File: src/rtl/mips_dbg_pkg.sv
// Shared definitions for the MIPS debug/loader path: FSM state encodings,
// UART command bytes and the HALT opcode.
package mips_dbg_pkg;

    typedef enum logic [2:0] {
        ST_IDLE  = 3'd0,
        ST_LOAD  = 3'd1,
        ST_WRITE = 3'd2,
        ST_PRST  = 3'd3,
        ST_RUN   = 3'd4,
        ST_DONE  = 3'd5,
        ST_STEP  = 3'd6
    } loader_state_t;

    localparam logic [7:0] CMD_LOAD = 8'h4C;
    localparam logic [7:0] CMD_RUN  = 8'h52;
    localparam logic [7:0] CMD_STEP = 8'h53;

    localparam logic [5:0] OPC_HALT = 6'b111111;

endpackage

File: src/rtl/instr_loader_word_assembler.sv
// Byte-to-word assembler: shifts received bytes in MSB first and flags the
// cycle in which the final byte of a word arrives.
module word_assembler #(
    parameter int NB_DATA = 32,
    parameter int NB_BYTE = 8
) (
    input  logic               clk,
    input  logic               i_rst_n,
    input  logic               i_clear,
    input  logic               i_en,
    input  logic [NB_BYTE-1:0] i_rx_data,
    input  logic               i_rx_valid,
    output logic [NB_DATA-1:0] o_word,
    output logic               o_word_valid
);

    localparam int N_BYTES = NB_DATA / NB_BYTE;
    localparam int NB_CNT  = (N_BYTES > 1) ? $clog2(N_BYTES) : 1;

    logic [NB_DATA-NB_BYTE-1:0] r_shift;
    logic [NB_CNT-1:0]          r_cnt;
    logic                       w_take;

    assign w_take       = i_en & i_rx_valid;
    // The completed word includes the byte arriving this cycle.
    assign o_word       = {r_shift, i_rx_data};
    assign o_word_valid = w_take && (r_cnt == NB_CNT'(N_BYTES - 1));

    always_ff @(posedge clk) begin
        if (!i_rst_n || i_clear) begin
            r_shift <= '0;
            r_cnt   <= '0;
        end else if (w_take) begin
            r_shift <= o_word[NB_DATA-NB_BYTE-1:0];
            r_cnt   <= o_word_valid ? '0 : r_cnt + NB_CNT'(1);
        end
    end

endmodule

File: src/rtl/instr_loader.sv
// Program loader and run controller for the MIPS pipeline.
// Optional single-step support is enabled with `define LOADER_STEP_EN.
module instr_loader
    import mips_dbg_pkg::*;
#(
    parameter int                 NB_DATA         = 32,
    parameter int                 NB_BYTE         = 8,
    parameter logic [NB_DATA-1:0] ADDR_BASE       = 32'h0000_0000,
    parameter int                 MAX_INSTR       = 64,
    parameter int                 PIPE_RST_CYCLES = 2
) (
    input  logic               clk,
    input  logic               i_rst_n,
    input  logic [NB_BYTE-1:0] i_rx_data,
    input  logic               i_rx_valid,
    input  logic               i_pipe_halted,
    output logic               o_we_IF,
    output logic [NB_DATA-1:0] o_instruction_data,
    output logic [NB_DATA-1:0] o_inst_addr,
    output logic               o_pipe_rst_n,
    output logic               o_halt,
    output logic [2:0]         o_state,
    output logic               o_loaded,
    output logic               o_error
);

    localparam int NB_WCNT = $clog2(MAX_INSTR + 1);

    loader_state_t      r_state;
    logic               r_we;
    logic [NB_DATA-1:0] r_data;
    logic [NB_DATA-1:0] r_addr;
    logic               r_pipe_rst_n;
    logic               r_halt;
    logic               r_loaded;
    logic               r_error;
    logic [NB_WCNT-1:0] r_word_cnt;
    logic [3:0]         r_prst_cnt;
`ifdef LOADER_STEP_EN
    logic               r_step_pend;
`endif

    logic               w_cmd_state;
    logic               w_clear;
    logic               w_asm_en;
    logic [NB_DATA-1:0] w_word;
    logic               w_word_valid;

    assign w_cmd_state = (r_state == ST_IDLE) || (r_state == ST_DONE);
    assign w_clear     = w_cmd_state && i_rx_valid && (i_rx_data == CMD_LOAD);
    // A byte arriving during WRITE already belongs to the next word.
    assign w_asm_en    = (r_state == ST_LOAD) || (r_state == ST_WRITE);

    word_assembler #(
        .NB_DATA (NB_DATA),
        .NB_BYTE (NB_BYTE)
    ) u_word_assembler (
        .clk          (clk),
        .i_rst_n      (i_rst_n),
        .i_clear      (w_clear),
        .i_en         (w_asm_en),
        .i_rx_data    (i_rx_data),
        .i_rx_valid   (i_rx_valid),
        .o_word       (w_word),
        .o_word_valid (w_word_valid)
    );

    always_ff @(posedge clk) begin
        if (!i_rst_n) begin
            r_state      <= ST_IDLE;
            r_we         <= 1'b0;
            r_data       <= '0;
            r_addr       <= ADDR_BASE;
            r_pipe_rst_n <= 1'b0;
            r_halt       <= 1'b1;
            r_loaded     <= 1'b0;
            r_error      <= 1'b0;
            r_word_cnt   <= '0;
            r_prst_cnt   <= '0;
`ifdef LOADER_STEP_EN
            r_step_pend  <= 1'b0;
`endif
        end else begin
            r_we <= 1'b0;
            case (r_state)
                ST_IDLE, ST_DONE: begin
                    if (i_rx_valid) begin
                        if (i_rx_data == CMD_LOAD) begin
                            r_state      <= ST_LOAD;
                            r_loaded     <= 1'b0;
                            r_error      <= 1'b0;
                            r_addr       <= ADDR_BASE;
                            r_word_cnt   <= '0;
                            r_pipe_rst_n <= 1'b0;
                            r_halt       <= 1'b1;
                        end else if (i_rx_data == CMD_RUN && r_loaded) begin
                            r_state      <= ST_PRST;
                            r_pipe_rst_n <= 1'b0;
                            r_halt       <= 1'b1;
                            r_prst_cnt   <= 4'(PIPE_RST_CYCLES - 1);
                        end
`ifdef LOADER_STEP_EN
                        else if (i_rx_data == CMD_STEP && r_loaded) begin
                            if (r_state == ST_DONE) begin
                                r_state      <= ST_STEP;
                                r_halt       <= 1'b0;
                                r_pipe_rst_n <= 1'b1;
                            end else begin
                                // First step from IDLE resets the pipeline first.
                                r_state      <= ST_PRST;
                                r_pipe_rst_n <= 1'b0;
                                r_halt       <= 1'b1;
                                r_prst_cnt   <= 4'(PIPE_RST_CYCLES - 1);
                                r_step_pend  <= 1'b1;
                            end
                        end
`endif
                    end
                end

                ST_LOAD: begin
                    r_pipe_rst_n <= 1'b0;
                    if (w_word_valid) begin
                        r_state <= ST_WRITE;
                        r_we    <= 1'b1;
                        r_data  <= w_word;
                    end
                end

                ST_WRITE: begin
                    r_addr     <= r_addr + NB_DATA'(4);
                    r_word_cnt <= r_word_cnt + NB_WCNT'(1);
                    if (r_data[NB_DATA-1 -: 6] == OPC_HALT) begin
                        r_loaded <= 1'b1;
                        r_state  <= ST_IDLE;
                    end else if (r_word_cnt == NB_WCNT'(MAX_INSTR - 1)) begin
                        r_error <= 1'b1;
                        r_state <= ST_IDLE;
                    end else begin
                        r_state <= ST_LOAD;
                    end
                end

                ST_PRST: begin
                    if (r_prst_cnt == 4'd0) begin
                        r_pipe_rst_n <= 1'b1;
                        r_halt       <= 1'b0;
                        r_state      <= ST_RUN;
`ifdef LOADER_STEP_EN
                        if (r_step_pend) begin
                            r_state     <= ST_STEP;
                            r_step_pend <= 1'b0;
                        end
`endif
                    end else begin
                        r_prst_cnt <= r_prst_cnt - 4'd1;
                    end
                end

                ST_RUN: begin
                    if (i_pipe_halted) begin
                        r_state <= ST_DONE;
                        r_halt  <= 1'b1;
                    end
                end

`ifdef LOADER_STEP_EN
                ST_STEP: begin
                    r_state <= ST_DONE;
                    r_halt  <= 1'b1;
                end
`endif

                default: r_state <= ST_IDLE;
            endcase
        end
    end

    assign o_we_IF            = r_we;
    assign o_instruction_data = r_data;
    assign o_inst_addr        = r_addr;
    assign o_pipe_rst_n       = r_pipe_rst_n;
    assign o_halt             = r_halt;
    assign o_state            = r_state;
    assign o_loaded           = r_loaded;
    assign o_error            = r_error;

endmodule

File: config.mk
export PLATFORM = sky130hd
export DESIGN_NAME = instr_loader
export DESIGN_NICKNAME = d
export VERILOG_FILES = /design/src/rtl/mips_dbg_pkg.sv /design/src/rtl/instr_loader_word_assembler.sv /design/src/rtl/instr_loader.sv
export SDC_FILE = /design/constraint.sdc
export NUM_CORES = 1
export LEC_CHECK = 0
export ABC_CLOCK_PERIOD_IN_PS = 1990
export CORE_UTILIZATION = 35
export CTS_CLUSTER_DIAMETER = 80
export DETAILED_ROUTE_END_ITERATION = 12
export GPL_ROUTABILITY_DRIVEN = 0
export PLACE_DENSITY_LB_ADDON = 0.15
export SETUP_SLACK_MARGIN = 0.02
export SLEW_MARGIN = 20
export SYNTH_ARGS = -nofsm -noshare
export SYNTH_HDL_FRONTEND = slang
export SYNTH_SLANG_ARGS = --single-unit
File: constraint.sdc
create_clock -name clk -period 1.99 [get_ports clk]
set_input_delay 0.199 -clock clk [delete_from_list [all_inputs] [get_ports clk]]
set_output_delay 0.199 -clock clk [all_outputs]
set_load 0.01 [all_outputs]
After elaboration in Yosys (flattened, before gate mapping) --
Cells that the tools add are included.
Operators by class: add/sub/neg operators 4, mux-type cells 40, bitwise gates (word level) 1, equality and inequality tests 22, reductions and logical operators 24
Operators with widths (count):
- 2-to-1 mux 32 bit | 2
- one-hot mux 32 bit (2 select lines) | 1
- adder 32 x 3 -> 32 bit, second input constant | 1
- AND reduction 5 bit | 4
- 2-to-1 mux 3 bit | 6
- 2-to-1 mux 1 bit | 17
- equality test 8 x 7 -> 1 bit, second input constant | 2
- 2-to-1 mux 4 bit | 4
- != test 2 bit, second input constant | 8
- one-hot mux 3 bit (5 select lines) | 1
- 2-to-1 mux 7 bit | 2
- one-hot mux 7 bit (2 select lines) | 1
- one-hot mux 4 bit (2 select lines) | 1
- AND reduction 4 bit | 2
- adder 7 x 1 -> 7 bit, second input constant | 1
- equality test 7 x 6 -> 1 bit, second input constant | 1
- equality test 3 x 2 -> 1 bit, second input constant | 2
- equality test 3 bit, second input constant | 2
- equality test 6 bit, second input constant | 1
- != test 2 x 1 -> 1 bit, second input constant | 3
- one-hot mux 1 bit (3 select lines) | 2
- nonzero test 3 bit | 2
- logical AND 1 bit | 4
- logical NOT 4 bit | 1
- other kinds (15) | 20
Storage, ports and cells: register bits 109, input bits 12, output and inout bits 72, logic and storage cells 103

Depth between registers and ports, before layout --
Gate-level depths: netlist (run 1).
depth after elaboration 6, mapped depth 8, gate-level depth less buffers 6

Cells and area by module --
From an unflattened synthesis (run 1), not the netlist that was laid out.
Unflattened totals: cells, all modules 573, area, all modules 4914.7 sq um
By module, submodules not included:
- instr_loader | sequential area each 1621.6 sq um, times used 1, cells each 443, area each 3565.9 sq um
- word_assembler | sequential area each 520.5 sq um, times used 1, cells each 130, area each 1348.8 sq um

Least setup slack after synthesis (run 1) --
No wires, ideal clock.
path type register to register, start reg r_addr[6] (netlist: o_inst_addr[6]), end reg r_addr[28] (netlist: o_inst_addr[28]), stages on the path, launching flop included 6, library setup time 70 ps, path buffers 1, data required time 1920 ps, setup slack -92 ps, clock period less this slack 2082 ps, arrival 2012 ps, cell sequence dfxtp_1 -> nand4_2 -> or4_1 -> clkbuf_1 -> or4_1 -> a21oi_1
On the way: word-level cells in the longest chain between the ends 2
RTL lines:
- start: declaration | line instr_loader.sv:32 | logic [NB_DATA-1:0] r_addr;
- start signal: assignment | line instr_loader.sv:131 | r_addr <= r_addr + NB_DATA'(4);
- adder 32 x 3 -> 32 bit | line instr_loader.sv:131
- one-hot mux 32 bit (2 select lines) | line instr_loader.sv:85 | case (r_state)
Every way passes these cells. A chain may end at the register's enable or synchronous reset.

Final worst setup path (run 1) --
start reg r_addr[5] (netlist: o_inst_addr[5]), end reg r_addr[26] (netlist: o_inst_addr[26])
The elaborated chain is that of the path after synthesis.

==> results.txt, run 1 <==
Setup CP Type = reg -> reg
IO buf count = 81
Flop and latch count out of synthesis = 107
Gr usage total = 17.97%
Cell area after synthesis = 4568 um2
Final Critical Period = 1.925 ns
Cts bufs inserted = 9
XOR/XNOR Fraction of Synth Area = 4.793%
Clock Root Buffer = clkbuf_16
TritonRoute pass-1 iters = 4
FF-to-FF Start = o_inst_addr[5]
Core area = 12,670 um2
VDD IR max = 0.4486 mV
# rows = 41
Post-Place Worst Slack = -0.5099 ns
Placed Cells = 843
Initial antenna violation count = 0
Starting DRT DRC Count = 214
CP Capture Type = flop
GRT overflow = 0
Hpwl dp = 8.358 mm
Post-synth EDFFs = 0
Final hold viol count = 0
Power Density = 626.1 nW/um2
Unrepaired setup endpoints after global routing = true
Detail Route Antenna Nets = 0
Status = completed
Via count = 4,370
Drt total wl = 11.87 mm
Hold crit path type = in -> reg
Register-to-Register Setup Slack = 0.06 ns
WP data required = 2.28 ns
HP Start = i_rx_data[6]
H-tree depth = 3
CTS tree = yes
Final Power = 0.004041 W
Max Fanout on Critical Path = 11
DRC Markers = 0
Routed len/inst = 13.67 um
Die Ht = 116.2 um
Synth Instances = 562
Vias in the first global route = 3,978
CP Capture Point = o_inst_addr[26]
WP data arrival = 2.22 ns
Post-Place Cell Area = 5989 um2
P_leak = 2.271 nW
Die Area = 13,510 um2
CTS Buffer Depth = 2
CP startpoint = o_inst_addr[5]
Seq/Total Area, Yosys = 46.89%
Setup Viol. Count Final = 0
Worst skew pair latency = 0.35 ns
Largest family of logic cells by synthesized area = simple AND/OR/NAND/NOR gates
Hold-fix buffers, CTS = 0
Startpoint Class = flop
I/O pin count = 84
Clk_skew = 0.008677 ns
Synth async-reset ratio = 0%
Synth Warn # = 0
CTS clock-pin slew for the worst setup and hold paths = 0.08 ns
Ys flop type = dfxtp_1
Unique cell type count in the Yosys netlist = 54
Max-Cap Viols = 0
Proportion of synthesized area in mux cells = 0.6847%
Simple-Gate Fraction of Synth Area = 28.40%
Design area = 6455 um2
Mean post-synth cell area = 8.128 um2
Final Instance Count excl. Fillers = 868
First-pass GRT wire length = 19.06 mm
Fin worst setup slack = 0.06489 ns
Fin. max-slew vios = 0
Adder-cell share of the synthesized area = 1.808%
Ant diodes = 0
Worst R2R Path Depth = 5
Reg2reg end = o_inst_addr[26]
Finished Core Util = 50.94%
Pin count of the biggest net entering global routing = 34
CTS sink cnt = 107
Max Freq = 519.5 MHz
Nets = 708
Compound-cell area share of the yosys netlist = 13.39%
Syn-to-layout area delta = 41.30%
Vias per cell = 5.035
Die width = 116.2 um
Initial Util = 36.05%
Layout cells sized above 1 = 17.96%
Period Utilization, post-route = 96.74%
-- per-layer routing --
layer / global-route usage [%] / wire length [um]
met5: 0 / 0
met4: 7.179 / 176
met3: 3.788 / 543
met2: 28.40 / 5488
met1: 23.90 / 5657
-- per-stage QoR --
step,hold WS (ns),setup TNS [ns]
final,0.2482,0
after global routing,0.2651,0
after CTS,0.3889,0
after detailed placement,0.4435,-13.70
after global placement,0.4375,-10.65
after floorplan,0.3350,0
-- sequential cells by signal (all words and copies together), names as in the netlist --
register	cells
o_we_IF	1
o_inst_addr	30
o_pipe_rst_n	1
o_halt	1
u_word_assembler.r_shift	24
o_error	1
r_word_cnt	7
o_state	3
o_loaded	1
r_prst_cnt	4
u_word_assembler.r_cnt	2
o_instruction_data	32
-- Yosys cell counts (2+ instances only) --
library cell	instances	area share, %
a21o_1	2	0.33
a21oi_1	74	8.1
a22oi_1	4	0.66
a31oi_1	2	0.27
and2_1	2	0.27
and3_1	7	0.96
and4_1	2	0.38
buf_4	2	0.33
clkbuf_1	32	2.6
dfxtp_1	107	47
ha_1	5	1.4
inv_1	7	0.58
maj3_1	2	0.44
mux2i_1	2	0.44
nand2_1	134	11
nand3_1	15	1.6
nand3b_1	2	0.33
nand4_1	7	0.96
nand4b_1	3	0.58
nor2_1	44	3.6
nor3_1	6	0.66
nor3b_1	4	0.66
nor4_1	10	1.4
nor4b_1	5	0.96
o21a_1	2	0.33
o21ai_0	11	1.2
o311ai_0	2	0.38
o31ai_1	6	0.99
or3_1	7	0.96
or4_1	7	1.2
xnor2_1	21	4.0
xor2_1	4	0.77
-- what timing repair did --
item,CTS,global route
pin swaps,3,11
cloned,0,1
endpoints found under the setup margin,15,14
resized for setup,7,25
buffers inserted,2,6
-- worst min-delay path by stage --
stage                                   to  slack [ns]  depth (start not counted)
4_1_cts              o_instruction_data[0]        0.39                          4
3_3_place_gp        o_instruction_data[26]        0.44                          2
5_1_grt              o_instruction_data[6]        0.27                          4
2_1_floorplan  u_word_assembler.r_shift[0]        0.33                          2
3_5_place_dp        o_instruction_data[26]        0.44                          2
6_report             o_instruction_data[6]        0.25                          4
-- report_power, final --
part | switching [W] | internal, W | total [W]
clock | 0.000848 | 0.000908 | 0.00176
combinational | 0.0000808 | 0.0000623 | 0.000143
sequential | 0.00000244 | 0.00214 | 0.00214
-- cell usage in the layout, fill, tap and decap left out, types with 3 or more instances in the layout --
cell type and instances:
a22oi_1 4, clkbuf_16 9, or4_4 3, xor2_1 4, ha_1 5, nor2_1 44
or3_1 6, or4b_4 3, buf_6 3, nand4_1 7, nand2_1 133, a21oi_1 71
nor4b_1 5, nor3b_1 4, buf_12 4, dfxtp_2 12, dfxtp_1 94, xnor2_1 21
and3_1 7, o31ai_1 6, nand3_1 13, dlymetal6s2s_1 5, o21ai_0 11, inv_1 7
nand4b_1 3, nor4_1 10, a21oi_2 3, inv_6 3, nor3_1 6, or4_1 4
buf_4 64, clkdlybuf4s50_1 73
-- kinds of logic after synthesis --
family,count (synthesis)
adder cells (fa/ha/maj),7
AO/OA/AOI/OAI,109
AND/OR/NAND/NOR,266
other,1
XOR/XNOR,25
multiplexers,3
flip-flops,107
buffers and inverters,44
-- worst max-delay path: stages (launching register included) --
cell and delay [ns]:
dfxtp_2 0.36, nand4_4 0.14, or4_4 0.56, buf_6 0.16
or4_4 0.51, a21oi_2 0.13
-- area by class of cell --
class | instances | area (um2)
flip-flops and latches | 107 | 2161
clock buffers | 10 | 239.0
fillers | 1262 | 6216
inverters | 8 | 30.03
repair buffers | 152 | 1415
clock inverters | 6 | 56.30
multi-input cells | 413 | 2338
well taps | 172 | 215.2
Power figures use the tool's default switching activity.
==> run 2, diff against run 1 <==
==> constraint.sdc (replaced) <==
create_clock -name clk -period 1.99 [get_ports clk]
set_input_delay 0.4975 -clock clk [delete_from_list [all_inputs] [get_ports clk]]
set_output_delay 0.4975 -clock clk [all_outputs]
set_load 0.01 [all_outputs]
==> run 2 against run 1 <==
Compared with the run above:
- the run now ends with setup timing left
- utilization decreased by 0.14 points
- clock skew decreased by 0.0022 ns
- setup slack got worse by 0.087 ns
- power increased by 0.10%
- global-route usage increased by 1.0 points
- flip-flop and latch count unchanged
- worst hold slack improved by 0.16 ns
- first-iteration DRC count decreased by 3.7%
- routed wire length increased by 2.0%
- register-to-register slack got worse by 0.02 ns
- maximum frequency decreased by 4.3%
- largest cell class unchanged
- highest routed layer unchanged
==> results.txt, run 2 (synthesis results as in run 1) <==
IO buf count = 81
Fin worst setup slack = -0.02218 ns
Initial antenna violation count = 0
VDD IR max = 0.5796 mV
Setup Viol. Count Final = 5
Period Utilization, post-route = 101.1%
Placed Cells = 843
CTS sink cnt = 107
Slowest cell on crit path = or4b_4
Hpwl dp = 8.644 mm
GRT overflow = 0
Vias per cell = 5.073
Max-Cap Viols = 0
I/O pin count = 84
CTS Buffer Depth = 2
Die Area = 13,510 um2
Hold-fix buffers, CTS = 0
Power Density = 628.4 nW/um2
Clock Root Buffer = clkbuf_16
Clk_skew = 0.006464 ns
WP data required = 2.28 ns
Via count = 4,383
Max Freq = 497.0 MHz
Starting DRT DRC Count = 206
Final Critical Period = 2.012 ns
Worst skew pair latency = 0.36 ns
Final Instance Count excl. Fillers = 864
Layout cells sized above 1 = 17.49%
DRC Markers = 0
Max FFs per register = 32
Reg area = 2148 um2
Die width = 116.2 um
Status = finished, violations left
Drt total wl = 12.10 mm
Final hold viol count = 0
Fin Setup TNS = -0.07419 ns
Max Fanout on Critical Path = 5
# rows = 41
Setup CP Type = in -> reg
Pin count of the biggest net entering global routing = 35
Core area = 12,670 um2
TritonRoute pass-1 iters = 4
Most frequent cells in the layout = nand2_1, dfxtp_1, a21oi_1, clkdlybuf4s50_1, buf_4
Routed len/inst = 14.01 um
Cts bufs inserted = 9
Startpoint Class = input pin
Multi-input gate area = 2360 um2
Syn-to-layout area delta = 40.92%
Initial Util = 36.05%
CP cell instances = clkdlybuf4s15_2 -> and4bb_2 -> a31oi_4 -> buf_6 -> or4b_4 -> or3_4 -> a21oi_2
Unrepaired setup endpoints after global routing = true
Vias in the first global route = 4,149
Nets = 704
H-tree depth = 3
Gr usage total = 18.99%
P_leak = 2.230 nW
Critical path's largest stage delay = 0.54 ns
CP Capture Type = flop
Commonest non-fill, non-tap cell in the layout = nand2_1
WP data arrival = 2.30 ns
# fillers = 1,269
Die Ht = 116.2 um
CTS clock-pin slew for the worst setup and hold paths = 0.08 ns
CTS tree = yes
Finished Core Util = 50.80%
Fin. max-slew vios = 0
Detail Route Antenna Nets = 0
Ant diodes = 0
First-pass GRT wire length = 19.70 mm
Failing checks = setup timing
Hold crit path type = in -> reg
## run 2: cell types whose count changed in the layout (fill, tap and decap cells not counted), moves of 3 or more
cell and delta:
dfxtp_1 +8, buf_4 -7, o21ai_1 +3, o31ai_2 +3, dlymetal6s2s_1 -4, o31ai_1 -3
dfxtp_2 -7
## run 2: worst paths after layout
path,startpoint,endpoint,slack [ns],cells after the start
setup / recovery,i_rx_data[1],o_inst_addr[27],-0.02,7
setup reg to reg,o_state[2],o_inst_addr[28],0.04,5
hold / removal,i_rx_data[6],o_instruction_data[6],0.41,3
hold reg to reg,o_instruction_data[25],o_instruction_data[25],0.45,2
## run 2: timing repair
action	4_1_cts	5_1_grt
pin swaps	6	14
gates resized for setup	40	20
gates cloned	1	0
setup endpoints to repair	72	22
setup buffers	3	1
## run 2: layer usage
metal	vias to the layer above	track usage, %	routed length (um)
met1	2087	21.40	5246
met4	0	6.410	166
met3	14	5.760	541
met5	-	0	0
met2	91	33.93	6149
li1	2191	-	-
## run 2: critical path: cells and delay by family
kind / cells / cell delay, ns
AO/OA/AOI/OAI: 2 / 0.25
buffers and inverters: 2 / 0.34
AND/OR/NAND/NOR: 3 / 1.21
## run 2: per-stage QoR
step | setup slack (ns) | hold slack (ns) | area (um2) | total power [W]
2_1_floorplan | -0.1337 | 0.4321 | 4601 | 0.002260
3_3_place_gp | -0.7275 | 0.4462 | 6005 | 0.002340
3_5_place_dp | -0.8170 | 0.4464 | 6005 | 0.002342
4_1_cts | -0.1105 | 0.4113 | 6357 | 0.004093
5_1_grt | -0.07154 | 0.4086 | 6437 | 0.004189
6_report | -0.02218 | 0.4131 | 6437 | 0.004045
## run 2: area by class of cell
cell class                      instances  area share (%)
Clock inverter                          6          0.8358
Inverter                                8          0.4665
Sequential cell                       107           33.37
Timing Repair Buffer                  148           21.61
Multi-Input combinational cell        413           36.66
Clock buffer                           10           3.712
Tap cell                              172           3.343
## run 2: power by group
group	internal [W]	switching, W
registers	0.00214	0.00000224
clock network	0.000910	0.000842
logic	0.0000649	0.0000850
total	0.00312	0.000929
==> run 3, diff against run 2 <==
--- a/config.mk
+++ b/config.mk
@@ -6,7 +6,7 @@
 export NUM_CORES = 1
 export LEC_CHECK = 0
 export ABC_CLOCK_PERIOD_IN_PS = 1990
-export CORE_UTILIZATION = 35
+export CORE_UTILIZATION = 47
 export CTS_CLUSTER_DIAMETER = 80
 export DETAILED_ROUTE_END_ITERATION = 12
 export GPL_ROUTABILITY_DRIVEN = 0
==> run 3 against run 2 <==
Compared with the run above:
- the flow still finishes with violations (setup timing)
- highest routed layer unchanged
- sequential power hardly changed
- largest cell class unchanged
- global-route usage grew 5.0 points
- maximum frequency grew 0.87%
==> results.txt, run 3 (synthesis results as in run 1) <==
VDD IR max = 0.4233 mV
Drt total wl = 11.76 mm
Starting DRT DRC Count = 216
Via count = 4,437
I/O pin count = 84
Fin Setup TNS = -0.004887 ns
DR WL met3 = 516 um
Hold crit path type = reg -> reg
WP data required = 2.31 ns
Post-Place Worst Slack = -0.7449 ns
P_leak = 2.267 nW
Worst R2R Path Depth = 6
CTS clock-pin slew for the worst setup and hold paths = 0.11 ns
Max FFs per register = 32
Final Instance Count excl. Fillers = 827
Max Fanout on Critical Path = 6
Vias per cell = 5.365
H-tree depth = 3
Detail Route Antenna Nets = 0
Routed len/inst = 14.21 um
Commonest non-fill, non-tap cell in the layout = nand2_1
Setup CP Type = reg -> reg
Cts bufs inserted = 9
Met1 WL = 5.190 mm
Final Critical Period = 1.995 ns
Hold Path Depth = 2
Hpwl dp = 8.050 mm
Setup Viol. Count Final = 1
Most frequent cells in the layout = nand2_1, dfxtp_1, a21oi_1
Core area = 9328 um2
Startpoint Class = flop
Gr usage total = 24.00%
IO buf count = 81
Failing checks = setup timing
Finished Core Util = 68.28%
Initial antenna violation count = 0
DRC Markers = 0
Syn-to-layout area delta = 39.41%
Worst skew pair latency = 0.38 ns
Reg area = 2161 um2
Fin. max-slew vios = 0
CP Capture Type = flop
Die Area = 10,120 um2
TritonRoute pass-1 iters = 5
Critical path's largest stage delay = 0.60 ns
Final hold viol count = 0
Pin count of the biggest net entering global routing = 34
Layout cells sized above 1 = 18.62%
Unrepaired setup endpoints after global routing = true
Hold-fix buffers, CTS = 0
CTS tree = yes
Vias in the first global route = 4,197
CP cell instances = xor2_4 -> nand2b_4 -> or4b_4 -> buf_6 -> or3_4 -> a21oi_2
Top delay family on crit path = simple AND/OR/NAND/NOR gates
Register-to-Register Setup Slack = -0.005 ns
Period Utilization, post-route = 100.2%
First-pass GRT wire length = 19.40 mm
Nets = 710
# rows = 35
Instance count on the critical path = 6
Clk_skew = 0.01371 ns
Bufs and invs on worst path = 1
WP data arrival = 2.32 ns
Status = finished, violations left
Initial Util = 48.97%
GRT overflow = 0
Multi-input gate area = 2364 um2
CTS Buffer Depth = 2
Max Freq = 501.3 MHz
Met2 wire length = 5.792 mm
Placed Cells = 799
Max-Cap Viols = 0
# fillers = 782
Ant diodes = 0
Fin worst setup slack = -0.004887 ns
Die width = 100.6 um
Power Density = 572.7 nW/um2
Slowest cell on crit path = or4b_4
CTS sink cnt = 107
Top Layer Used = met4
Clock Root Buffer = clkbuf_8
Die Ht = 100.6 um
## run 3: changes by cell type in the layout (fill, tap and decap cells not counted), sizes merged
| cell | previous run | this run |
|---|---|---|
| dlymetal6s2s | 1 | 3 |
| or4b | 4 | 3 |
| dlygate4sd2 | 2 | 5 |
| clkinvlp | 0 | 1 |
| clkdlybuf4s50 | 71 | 67 |
| clkbuf | 11 | 9 |
| clkdlybuf4s15 | 2 | 0 |
| buf | 71 | 80 |
## run 3: final cells by class
cell class	instances	share of cell area, %
tap	129	2.534
clock buffer	9	1.945
multi-input combinational	412	37.11
clock inverter	7	1.257
sequential	107	33.93
inverter	8	0.4715
timing repair buffer	155	22.75
## run 3: metrics by stage
step | hold slack, ns | cell area, um2 | total power [W]
floorplan | 0.4321 | 4601 | 0.002260
global placement | 0.4417 | 5956 | 0.002337
detailed placement | 0.4473 | 5956 | 0.002339
CTS | 0.4641 | 6202 | 0.003675
global route | 0.4713 | 6369 | 0.003777
finish | 0.4575 | 6369 | 0.003647
## run 3: what timing repair did
| item | 4_1_cts | 5_1_grt |
|---|---|---|
| gates resized for setup | 43 | 31 |
| pin swaps | 6 | 17 |
| cloned | 0 | 1 |
| endpoints found under the setup margin | 72 | 14 |
| buffers inserted | 5 | 6 |
## run 3: metal layers
layer  vias up  track usage [%]
li1       2191                -
met1      2108            30.42
met2       121            41.15
met3        17            3.329
met4         0            9.699
met5         -                0
## run 3: power by group
| part | internal, W | total (W) | switching [W] | leakage [nW] |
|---|---|---|---|---|
| logic | 0.0000632 | 0.000144 | 0.0000813 | 1.30 |
| registers | 0.00214 | 0.00214 | 0.00000239 | 0.867 |
| clock network | 0.000507 | 0.00136 | 0.000854 | 0.0998 |
| total | 0.00271 | 0.00365 | 0.000938 | 2.27 |
## run 3: path summary, 6_finish.rpt
check                               start                endpoint
max                            o_state[0]         o_inst_addr[24]
min          u_word_assembler.r_shift[18]  o_instruction_data[26]
max reg2reg                    o_state[0]         o_inst_addr[24]
min reg2reg  u_word_assembler.r_shift[18]  o_instruction_data[26]
## run 3: worst min-delay path, stage by stage, from the launching register on
cell and delay, ns:
dfxtp_1 0.32, nand2_1 0.05, a21oi_1 0.05
